File: config.mk
export PLATFORM = sky130hd
export DESIGN_NAME = soil_sensor_acq
export DESIGN_NICKNAME = d
export VERILOG_FILES = /design/src/rtl/soil_sensor_acq_pkg.sv /design/src/rtl/adc_spi_rx.sv /design/src/rtl/soil_sensor_acq.sv
export SDC_FILE = /design/constraint.sdc
export NUM_CORES = 1
export LEC_CHECK = 0
export ABC_AREA = 1
export CAP_MARGIN = 40
export CORE_MARGIN = 1.5
export CORE_UTILIZATION = 40
export CTS_CLUSTER_DIAMETER = 40
export DETAILED_ROUTE_END_ITERATION = 16
export GPL_TIMING_DRIVEN = 0
export PLACE_DENSITY = 0.67
export SYNTH_ARGS = -nofsm -noshare
export SYNTH_HDL_FRONTEND = slang
export SYNTH_SLANG_ARGS = --single-unit
File: constraint.sdc
create_clock -name clk -period 3.1 [get_ports clk]
set_input_delay 0.62 -clock clk [delete_from_list [all_inputs] [get_ports clk]]
set_output_delay 0.62 -clock clk [all_outputs]
set_load 0.05 [all_outputs]
File: src/rtl/soil_sensor_acq_pkg.sv
// Shared definitions for the soil sensor acquisition block.
//   acq_state_t    : scan FSM states
//   CH_MOISTURE    : analog mux code for the moisture probe
//   CH_TEMPERATURE : analog mux code for the temperature probe
//   FRAME_BITS     : SCLK periods per ADC frame (null bit + 8 data bits)
package soil_sensor_acq_pkg;

    typedef enum logic [1:0] {
        ST_IDLE   = 2'd0,
        ST_SETTLE = 2'd1,
        ST_CONV   = 2'd2,
        ST_ACC    = 2'd3
    } acq_state_t;

    localparam logic CH_MOISTURE    = 1'b0;
    localparam logic CH_TEMPERATURE = 1'b1;

    localparam int FRAME_BITS = 9;

endpackage

File: src/rtl/adc_spi_rx.sv
// Serial frame receiver for an 8-bit ADC with one leading null bit.
// Ports:
//   clk, rst : block clock, asynchronous active-high reset
//   start    : one-cycle request to run one frame (ignored while active)
//   miso     : already-synchronized serial data from the ADC
//   cs_n     : chip select, low for exactly FRAME_BITS SCLK periods
//   sclk     : serial clock, low half then high half of each period
//   data     : last received byte, valid from the cycle done is high
//   done     : one-cycle pulse, coincides with cs_n returning high
module adc_spi_rx
    import soil_sensor_acq_pkg::*;
#(
    parameter int CLK_DIV = 4
) (
    input  logic       clk,
    input  logic       rst,
    input  logic       start,
    input  logic       miso,
    output logic       cs_n,
    output logic       sclk,
    output logic [7:0] data,
    output logic       done
);

    localparam logic [7:0] DIV_LAST = 8'(CLK_DIV - 1);
    localparam logic [3:0] BIT_LAST = 4'(FRAME_BITS - 1);

    logic       active_reg;
    logic [7:0] div_cnt_reg;
    logic [3:0] bit_cnt_reg;
    logic       sclk_reg;
    logic       cs_n_reg;
    logic       done_reg;
    logic [7:0] shift_reg;
    logic [7:0] data_reg;
    logic       half_end;

    assign half_end = active_reg && (div_cnt_reg == DIV_LAST);

    always_ff @(posedge clk or posedge rst) begin
        if (rst) begin
            active_reg  <= 1'b0;
            div_cnt_reg <= '0;
            bit_cnt_reg <= '0;
            sclk_reg    <= 1'b0;
            cs_n_reg    <= 1'b1;
            done_reg    <= 1'b0;
            shift_reg   <= '0;
            data_reg    <= '0;
        end else begin
            done_reg <= 1'b0;
            if (!active_reg) begin
                if (start) begin
                    active_reg  <= 1'b1;
                    cs_n_reg    <= 1'b0;
                    div_cnt_reg <= '0;
                    bit_cnt_reg <= '0;
                end
            end else if (half_end) begin
                div_cnt_reg <= '0;
                sclk_reg    <= ~sclk_reg;
                if (!sclk_reg) begin
                    // Rising edge: period 0 carries the null bit, skip it.
                    if (bit_cnt_reg != 4'd0) begin
                        shift_reg <= {shift_reg[6:0], miso};
                    end
                end else if (bit_cnt_reg == BIT_LAST) begin
                    // Falling edge that closes the last period ends the frame.
                    active_reg <= 1'b0;
                    cs_n_reg   <= 1'b1;
                    done_reg   <= 1'b1;
                    data_reg   <= shift_reg;
                end else begin
                    bit_cnt_reg <= bit_cnt_reg + 4'd1;
                end
            end else begin
                div_cnt_reg <= div_cnt_reg + 8'd1;
            end
        end
    end

    assign cs_n = cs_n_reg;
    assign sclk = sclk_reg;
    assign data = data_reg;
    assign done = done_reg;

endmodule

File: src/rtl/soil_sensor_acq.sv
// Periodic two-channel soil sensor acquisition with per-channel averaging.
// Ports:
//   clk, rst        : block clock, asynchronous active-high reset
//   ena             : allows a scan to start on a period tick
//   clr_i           : pulse clearing the sticky overrun flag
//   adc_cs_n/sclk   : ADC serial interface outputs
//   adc_miso        : ADC serial data (asynchronous, synchronized here)
//   ch_sel          : analog mux select (0 moisture, 1 temperature)
//   sample_o/ch_o   : averaged sample and its channel
//   sample_valid_o  : sample handshake valid
//   sample_ready_i  : sample handshake ready
//   busy_o          : scan in progress
//   overrun_o       : an unaccepted sample was overwritten
module soil_sensor_acq
    import soil_sensor_acq_pkg::*;
#(
    parameter int CLK_DIV       = 4,
    parameter int SAMPLE_PERIOD = 1000,
    parameter int SETTLE_CYC    = 8,
    parameter int AVG_LOG2      = 2
) (
    input  logic       clk,
    input  logic       rst,
    input  logic       ena,
    input  logic       clr_i,
    output logic       adc_cs_n,
    output logic       adc_sclk,
    input  logic       adc_miso,
    output logic       ch_sel,
    output logic [7:0] sample_o,
    output logic       sample_ch_o,
    output logic       sample_valid_o,
    input  logic       sample_ready_i,
    output logic       busy_o,
    output logic       overrun_o
);

    localparam int ACC_W = 8 + AVG_LOG2;
    localparam int TMR_W = $clog2(SAMPLE_PERIOD);
    localparam int SET_W = $clog2(SETTLE_CYC + 1);
    localparam logic [TMR_W-1:0] TMR_LAST = TMR_W'(SAMPLE_PERIOD - 1);
    localparam logic [SET_W-1:0] SET_LAST = SET_W'(SETTLE_CYC - 1);
    localparam logic [3:0]       CNT_LAST = 4'((1 << AVG_LOG2) - 1);

    acq_state_t state_reg, state_next;
    logic             miso_meta_reg, miso_sync_reg;
    logic [TMR_W-1:0] timer_reg;
    logic             tick;
    logic [SET_W-1:0] settle_cnt_reg;
    logic             ch_reg;
    logic             spi_start, spi_done;
    logic [7:0]       spi_data;
    logic [1:0][ACC_W-1:0] acc_sum;
    logic [1:0]       acc_last;
    logic             load;
    logic [7:0]       sample_reg;
    logic             sample_ch_reg, valid_reg, overrun_reg;

    // Two-flop synchronizer for the asynchronous ADC data line.
    always_ff @(posedge clk or posedge rst) begin
        if (rst) begin
            miso_meta_reg <= 1'b0;
            miso_sync_reg <= 1'b0;
        end else begin
            miso_meta_reg <= adc_miso;
            miso_sync_reg <= miso_meta_reg;
        end
    end

    // Free-running period timer; the tick is the last count of each period.
    assign tick = (timer_reg == TMR_LAST);

    always_ff @(posedge clk or posedge rst) begin
        if (rst) begin
            timer_reg <= '0;
        end else if (tick) begin
            timer_reg <= '0;
        end else begin
            timer_reg <= timer_reg + TMR_W'(1);
        end
    end

    always_ff @(posedge clk or posedge rst) begin
        if (rst) begin
            state_reg <= ST_IDLE;
        end else begin
            state_reg <= state_next;
        end
    end

    // Ticks outside IDLE fall through unhandled, so they are dropped.
    always_comb begin
        state_next = state_reg;
        spi_start  = 1'b0;
        case (state_reg)
            ST_IDLE: begin
                if (tick && ena) begin
                    state_next = ST_SETTLE;
                end
            end
            ST_SETTLE: begin
                if (settle_cnt_reg == SET_LAST) begin
                    spi_start  = 1'b1;
                    state_next = ST_CONV;
                end
            end
            ST_CONV: begin
                if (spi_done) begin
                    state_next = ST_ACC;
                end
            end
            ST_ACC: begin
                state_next = (ch_reg == CH_TEMPERATURE) ? ST_IDLE : ST_SETTLE;
            end
            default: begin
                state_next = ST_IDLE;
            end
        endcase
    end

    // Channel pointer and settle counter.
    always_ff @(posedge clk or posedge rst) begin
        if (rst) begin
            ch_reg         <= CH_MOISTURE;
            settle_cnt_reg <= '0;
        end else begin
            case (state_reg)
                ST_IDLE: begin
                    ch_reg         <= CH_MOISTURE;
                    settle_cnt_reg <= '0;
                end
                ST_SETTLE: begin
                    settle_cnt_reg <= (settle_cnt_reg == SET_LAST) ? '0
                                                                  : settle_cnt_reg + SET_W'(1);
                end
                ST_ACC: begin
                    settle_cnt_reg <= '0;
                    if (ch_reg == CH_MOISTURE) begin
                        ch_reg <= CH_TEMPERATURE;
                    end
                end
                default: begin
                end
            endcase
        end
    end

    adc_spi_rx #(
        .CLK_DIV (CLK_DIV)
    ) u_spi (
        .clk   (clk),
        .rst   (rst),
        .start (spi_start),
        .miso  (miso_sync_reg),
        .cs_n  (adc_cs_n),
        .sclk  (adc_sclk),
        .data  (spi_data),
        .done  (spi_done)
    );

    // Per-channel accumulators. The sum including the current conversion is
    // exposed so the averaged output can be taken in the same ACC cycle.
    for (genvar gi = 0; gi < 2; gi++) begin : g_chan
        logic [ACC_W-1:0] acc_reg;
        logic [3:0]       conv_cnt_reg;
        logic             hit;

        assign hit          = (state_reg == ST_ACC) && (ch_reg == 1'(gi));
        assign acc_sum[gi]  = acc_reg + ACC_W'(spi_data);
        assign acc_last[gi] = (conv_cnt_reg == CNT_LAST);

        always_ff @(posedge clk or posedge rst) begin
            if (rst) begin
                acc_reg      <= '0;
                conv_cnt_reg <= '0;
            end else if (hit) begin
                if (acc_last[gi]) begin
                    acc_reg      <= '0;
                    conv_cnt_reg <= '0;
                end else begin
                    acc_reg      <= acc_sum[gi];
                    conv_cnt_reg <= conv_cnt_reg + 4'd1;
                end
            end
        end
    end

    assign load = (state_reg == ST_ACC) && acc_last[ch_reg];

    // Output register: a new load always wins; an overwrite of an
    // unaccepted sample sets overrun, which also wins over clr_i.
    always_ff @(posedge clk or posedge rst) begin
        if (rst) begin
            sample_reg    <= '0;
            sample_ch_reg <= 1'b0;
            valid_reg     <= 1'b0;
            overrun_reg   <= 1'b0;
        end else begin
            if (load) begin
                sample_reg    <= 8'(acc_sum[ch_reg] >> AVG_LOG2);
                sample_ch_reg <= ch_reg;
                valid_reg     <= 1'b1;
            end else if (sample_ready_i) begin
                valid_reg <= 1'b0;
            end
            if (load && valid_reg && !sample_ready_i) begin
                overrun_reg <= 1'b1;
            end else if (clr_i) begin
                overrun_reg <= 1'b0;
            end
        end
    end

    assign ch_sel         = ch_reg;
    assign sample_o       = sample_reg;
    assign sample_ch_o    = sample_ch_reg;
    assign sample_valid_o = valid_reg;
    assign busy_o         = (state_reg != ST_IDLE);
    assign overrun_o      = overrun_reg;

endmodule

### After elaboration in Yosys (flattened, before gate mapping)

Index checks and enable logic that the tools add are counted.

* flip-flop bits (word level): 90
* input bits: 6
* output and inout bits: 15
* logic and storage cells: 117

* add/sub/neg operators: 8
* order comparisons: 1
* equal/unequal tests: 16
* muxes and demuxes: 45
* bitwise gates (word level): 2
* reduce and logical (&&, ||, !) cells: 23

Operators with widths (number)
* 10-bit 2-to-1 mux: 5
* 4-bit 2-to-1 mux: 8
* 8-bit 2-to-1 mux: 3
* 1-bit 2-to-1 mux: 23
* 10-bit by 8-bit adder with 10-bit output: 2
* 4-bit by 1-bit adder with 4-bit output, second input constant: 4
* 4-bit AND reduction: 4
* 2-bit != test, second input constant: 6
* 2-bit nonzero test: 6
* 10-bit by 1-bit adder with 10-bit output, second input constant: 1
* 10-bit equality test, second input constant: 1
* 8-bit by 1-bit adder with 8-bit output, second input constant: 1
* 4-bit by 2-bit equality test with 1-bit output, second input constant: 2
* 8-bit by 2-bit equality test with 1-bit output, second input constant: 1
* 2-bit case mux with 4 select lines: 1
* 4-bit case mux with 2 select lines: 1
* 1-bit logical AND: 7
* 2-bit 2-to-1 mux: 3
* 2-bit equality test, second input constant: 2
* 4-bit by 3-bit equality test with 1-bit output, second input constant: 1
* 4-bit equality test, second input constant: 1
* 4-bit nonzero test: 1
* 3-bit AND reduction: 1
* 2-bit by 1-bit equality test with 1-bit output, second input constant: 1
* other kinds (8): 9

### Logic depth before layout (Yosys ltp)

* word-level depth: 7
* gate-level depth with buffers: 11
* depth with buffers taken out: 11

### Modules after synthesis

From an unflattened synthesis, not the netlist that was laid out.

* cell total of the unflattened synthesis: 607
* area, all modules: 4993.5 um^2

Modules (own cells, without submodules)
* soil_sensor_acq: instances 1, cells an instance 429, area an instance 3414.5 um^2, sequential area each 1451.4 um^2
* adc_spi_rx: instances 1, cells an instance 178, area an instance 1579.0 um^2, sequential area each 802.0 um^2

### Worst setup path before layout

No wires, ideal clock.

* path kind: flip-flop to flip-flop
* start: reg u_spi.data_reg[0] (netlist: u_spi.data[0])
* end: reg sample_reg[6] (netlist: sample_o[6])
* library setup time: 118 ps
* data arrival time: 1662 ps
* data required time: 2982 ps
* slack: 1320 ps
* cell stages (with the launch flop): 10
* buffers on the path: 0
* period minus slack after synthesis: 1780 ps
* cells stage by stage: dfrtp_1 ha_1 inv_1 fa_1 o21ai_0 nand2_1 nand3_1 nand3_1 nand3_1 nand2_1

* longest elaborated chain between the ends: 3
* elaborated cells between the ends (all ways): 4
* classes of those cells: add/sub (2); mux (2)

Ends and longest elaborated chain
* start, declared: line adc_spi_rx.sv:35 `logic [7:0] data_reg;`
* start signal, assigned: line adc_spi_rx.sv:72 `data_reg <= shift_reg;`
* 10-bit by 8-bit adder with 10-bit output: line soil_sensor_acq.sv:169 `assign acc_sum[gi] = acc_reg + ACC_W'(spi_data);`
* 10-bit 2-to-1 mux (not written as such) (*) (2 in a row): line soil_sensor_acq.sv:200 `sample_reg <= 8'(acc_sum[ch_reg] >> AVG_LOG2);`
* end signal, assigned: line soil_sensor_acq.sv:200
* end, declared: line soil_sensor_acq.sv:56 `logic [7:0] sample_reg;`

Mark *: on every way between the ends. The rest lies on a longest branch, timed or not. The select of a mux whose other input is x is not followed.
A chain may end at the register's enable or synchronous reset.

### Worst setup path in the final report

* start: reg state_reg[0]
* end: out busy_o

* longest elaborated chain between the ends: 1

Ends and longest elaborated chain
* start, declared: line soil_sensor_acq.sv:45 `acq_state_t state_reg, state_next;`
* start signal, assigned: line soil_sensor_acq.sv:87 `state_reg <= state_next;`
* 2-bit nonzero test: line soil_sensor_acq.sv:218 `assign busy_o = (state_reg != ST_IDLE);`
* end, declared: line soil_sensor_acq.sv:34 `output logic busy_o,`

Every way passes these cells.

==> impl_metrics.py <==
metrics = {
    "run_status": {
        "status": "finished, final reports clean",
    },
    "placed_design": {
        "place_ws_ns": 0.858,
        "place_congestion": 0.867,
        "placed_area_um2": 5240,
        "dpl.hpwl_mm": 7.28,
        "portBuffers": 20,
    },
    "detailed_routing": {
        "routed_wl_mm": 9.89,
        "drc": 0,
        "ant_nets": 0,
        "avgViaCountPerCell": 5.14,
        "num_vias": 3878,
        "firstDrtPassIters": 4,
        "dr.first_iter.drc_count": 240,
        "wl_per_cell_um": 13.1,
    },
    "layout": {
        "diodes": 0,
        "final_area_um2": 5520,
        "largest_register_ffs": 20,
        "nets": 642,
        "syn2layout_area_growth_pct": 14.3,
        "multiInputGateArea_um2": 2240,
        "layout-drive-gt1-share": 0.0752,
        "ff_latch_area_um2": 2250,
        "nFillCells": 1109,
    },
    "setup_path": {
        "worst_ep_required_time_ns": 2.48,
        "crit_type": "flop to output pin",
        "cp-end-kind": "output pin",
        "crit_path_start_kind": "flop",
        "crit_end": "busy_o",
        "rr_startpoint": "u_spi.data[0]$_DFFE_PP0P_",
        "crit_start": "state_reg[0]$_DFFE_PP0P_",
        "worst_ep_arrival_time_ns": 1.99,
        "cp_max_fo": 6,
        "rrSetupSlack_ns": 0.92,
        "r2r_cells": 9,
        "r2r-end": "sample_o[4]$_DFFE_PP0P_",
    },
    "yosys": {
        "ys.flop_type": "dfrtp_1",
        "syn-cell-area_um2": 4830,
        "synth_edf_count": 0,
        "syn_nets": 610,
        "seq_area_frac_synth": 0.467,
        "async_reset_ff_frac": 1.00,
        "synthDistinctLibCells": 43,
        "yosys_warnings": 0,
        "ys_ff_latch": 90,
        "synth.avg_cell_area_um2": 8.39,
        "synthCells": 575,
    },
    "grt": {
        "overflow": 0,
        "grt_pass1_vias": 3808,
        "globalRouteTotalUtil": 0.170,
        "grt_pass1_wl_mm": 17.3,
        "grt_max_degree": 68,
        "antenna_found_initial": 0,
    },
    "timing": {
        "maxSlewViolCount": 0,
        "setup_tns_ns": 0,
        "setup_viol": 0,
        "fmax_ghz": 0.383,
        "max_slew.worst_pin.slew_ns": 0.498,
        "worst_slack_ns": 0.490,
        "maxSlewHeadroom": 0.667,
        "hold_viol_final": 0,
        "hold_slack_ns": 0.367,
        "rsz0062_at_grt": "false",
        "clock_skew_ns": 0.00944,
        "period_share": 0.842,
        "period_needed_ns": 2.61,
    },
    "clock_tree": {
        "post_cts_buffers": 0,
        "cts_buffers": 9,
        "clkLatencyLatePin_ns": 0.34,
        "cts_hold_buf": 0,
        "path_clk_slew_ns": 0.07,
        "cts_tree": "built",
        "cts-resized-gates": 0,
        "cts-root-buf": "clkbuf_16",
        "cts.path.max_buffers": 2,
        "htreeDepth": 3,
        "clock-sinks": 90,
    },
    "min_path": {
        "holdCritPathClass": "flop to flop",
        "min-delay-start": "miso_meta_reg$_DFF_PP0_",
    },
    "run": {
        "cap_violations": 0,
    },
    "power": {
        "power.leakage_uw": 0.00271,
        "total_power_uw": 2240,
        "irDropWorstVdd_mv": 0.488,
        "power_per_cell_area_nw_per_um2": 406,
    },
    "floorplanning": {
        "die_area_um2": 12700,
        "core_area_um2": 11600,
        "start_util": 0.416,
        "boundaryPins": 21,
        "rows": 39,
        "die_h_um": 113,
        "die_w_um": 113,
    },
}
final cells by class:
class / count / area share
Inverter: 77 / 0.0531
Timing Repair Buffer: 21 / 0.0413
Clock inverter: 5 / 0.00681
Tap cell: 143 / 0.0324
Clock buffer: 11 / 0.0440
Sequential cell: 90 / 0.409
Multi-Input combinational cell: 401 / 0.405
Buffer: 7 / 0.00839
placed cells by master (no fill, tap or decap), types with 3 or more instances in the layout:
cell type and n:
nand3_1 43, a21oi_1 22, clkbuf_16 9, nand4_1 8, xor2_1 8, inv_1 72, ha_1 27, dfrtp_1 89
xnor2_1 9, nor2_1 30, nand2_2 5, o21ai_0 37, a22o_1 5, clkbuf_1 4, nor3_1 5, o22ai_1 5
inv_2 3, o21ai_1 9, nand2_1 157, clkdlybuf4s50_1 20, nor2_2 3
metrics by stage:
stage           util  instances
2_1_floorplan      -        575
3_3_place_gp   0.448        738
3_5_place_dp   0.451        739
4_1_cts        0.475        755
5_1_grt        0.475        755
6_report       0.475        755
layer usage:
metal / vias up / track usage / wire [µm]
li1: 1938 / - / -
met1: 1888 / 0.220 / 4770
met2: 43 / 0.280 / 4720
met3: 9 / 0.0487 / 285
met4: 0 / 0.0456 / 116
met5: - / 0 / 0
synth_stat cells (5+ instances only):
| cell | n | area [µm²] |
|---|---|---|
| xnor2_1 | 9 | 78.8 |
| nand2_2 | 5 | 31.3 |
| nor3_1 | 5 | 25.0 |
| nor2_1 | 30 | 113 |
| o22ai_1 | 5 | 31.3 |
| o21ai_1 | 9 | 45.0 |
| ha_1 | 27 | 338 |
| a21oi_1 | 22 | 110 |
| dfrtp_1 | 89 | 2230 |
| a22o_1 | 5 | 43.8 |
| nand3_1 | 43 | 215 |
| nand2_1 | 157 | 589 |
| nand4_1 | 8 | 50.1 |
| inv_1 | 73 | 274 |
| xor2_1 | 8 | 70.1 |
| o21ai_0 | 37 | 185 |
how the worst min path moves through the flow:
stage | depth (start not counted) | slack, ns | endpoint
after floorplan | 0 | 0.33 | miso_sync_reg$_DFF_PP0_
after global placement | 0 | 0.36 | miso_sync_reg$_DFF_PP0_
after detailed placement | 0 | 0.36 | miso_sync_reg$_DFF_PP0_
after CTS | 0 | 0.38 | miso_sync_reg$_DFF_PP0_
after global routing | 0 | 0.39 | miso_sync_reg$_DFF_PP0_
final | 0 | 0.37 | miso_sync_reg$_DFF_PP0_
where the power goes:
group | internal (µW) | switching (µW) | total, µW
clock network | 569 | 464 | 1030
registers | 1180 | 0.403 | 1180
logic | 9.54 | 24.6 | 34.1
worst max-delay path, stage by stage (launching register included):
cell and delay, ns:
dfrtp_1 0.45, inv_1 0.09, ha_1 0.25, inv_1 0.06, clkdlybuf4s50_1 0.79
cell families (layout without fill, tap and decap cells):
kind of cell / Yosys count / in the layout / synth area share
compound gates: 95 / 95 / 0.117
xor+xnor: 17 / 17 / 0.0309
fa+ha+maj: 29 / 29 / 0.0783
buf+inv: 84 / 121 / 0.0697
flops: 90 / 90 / 0.467
simple gates: 260 / 260 / 0.237
Power figures use the tool's default switching activity.
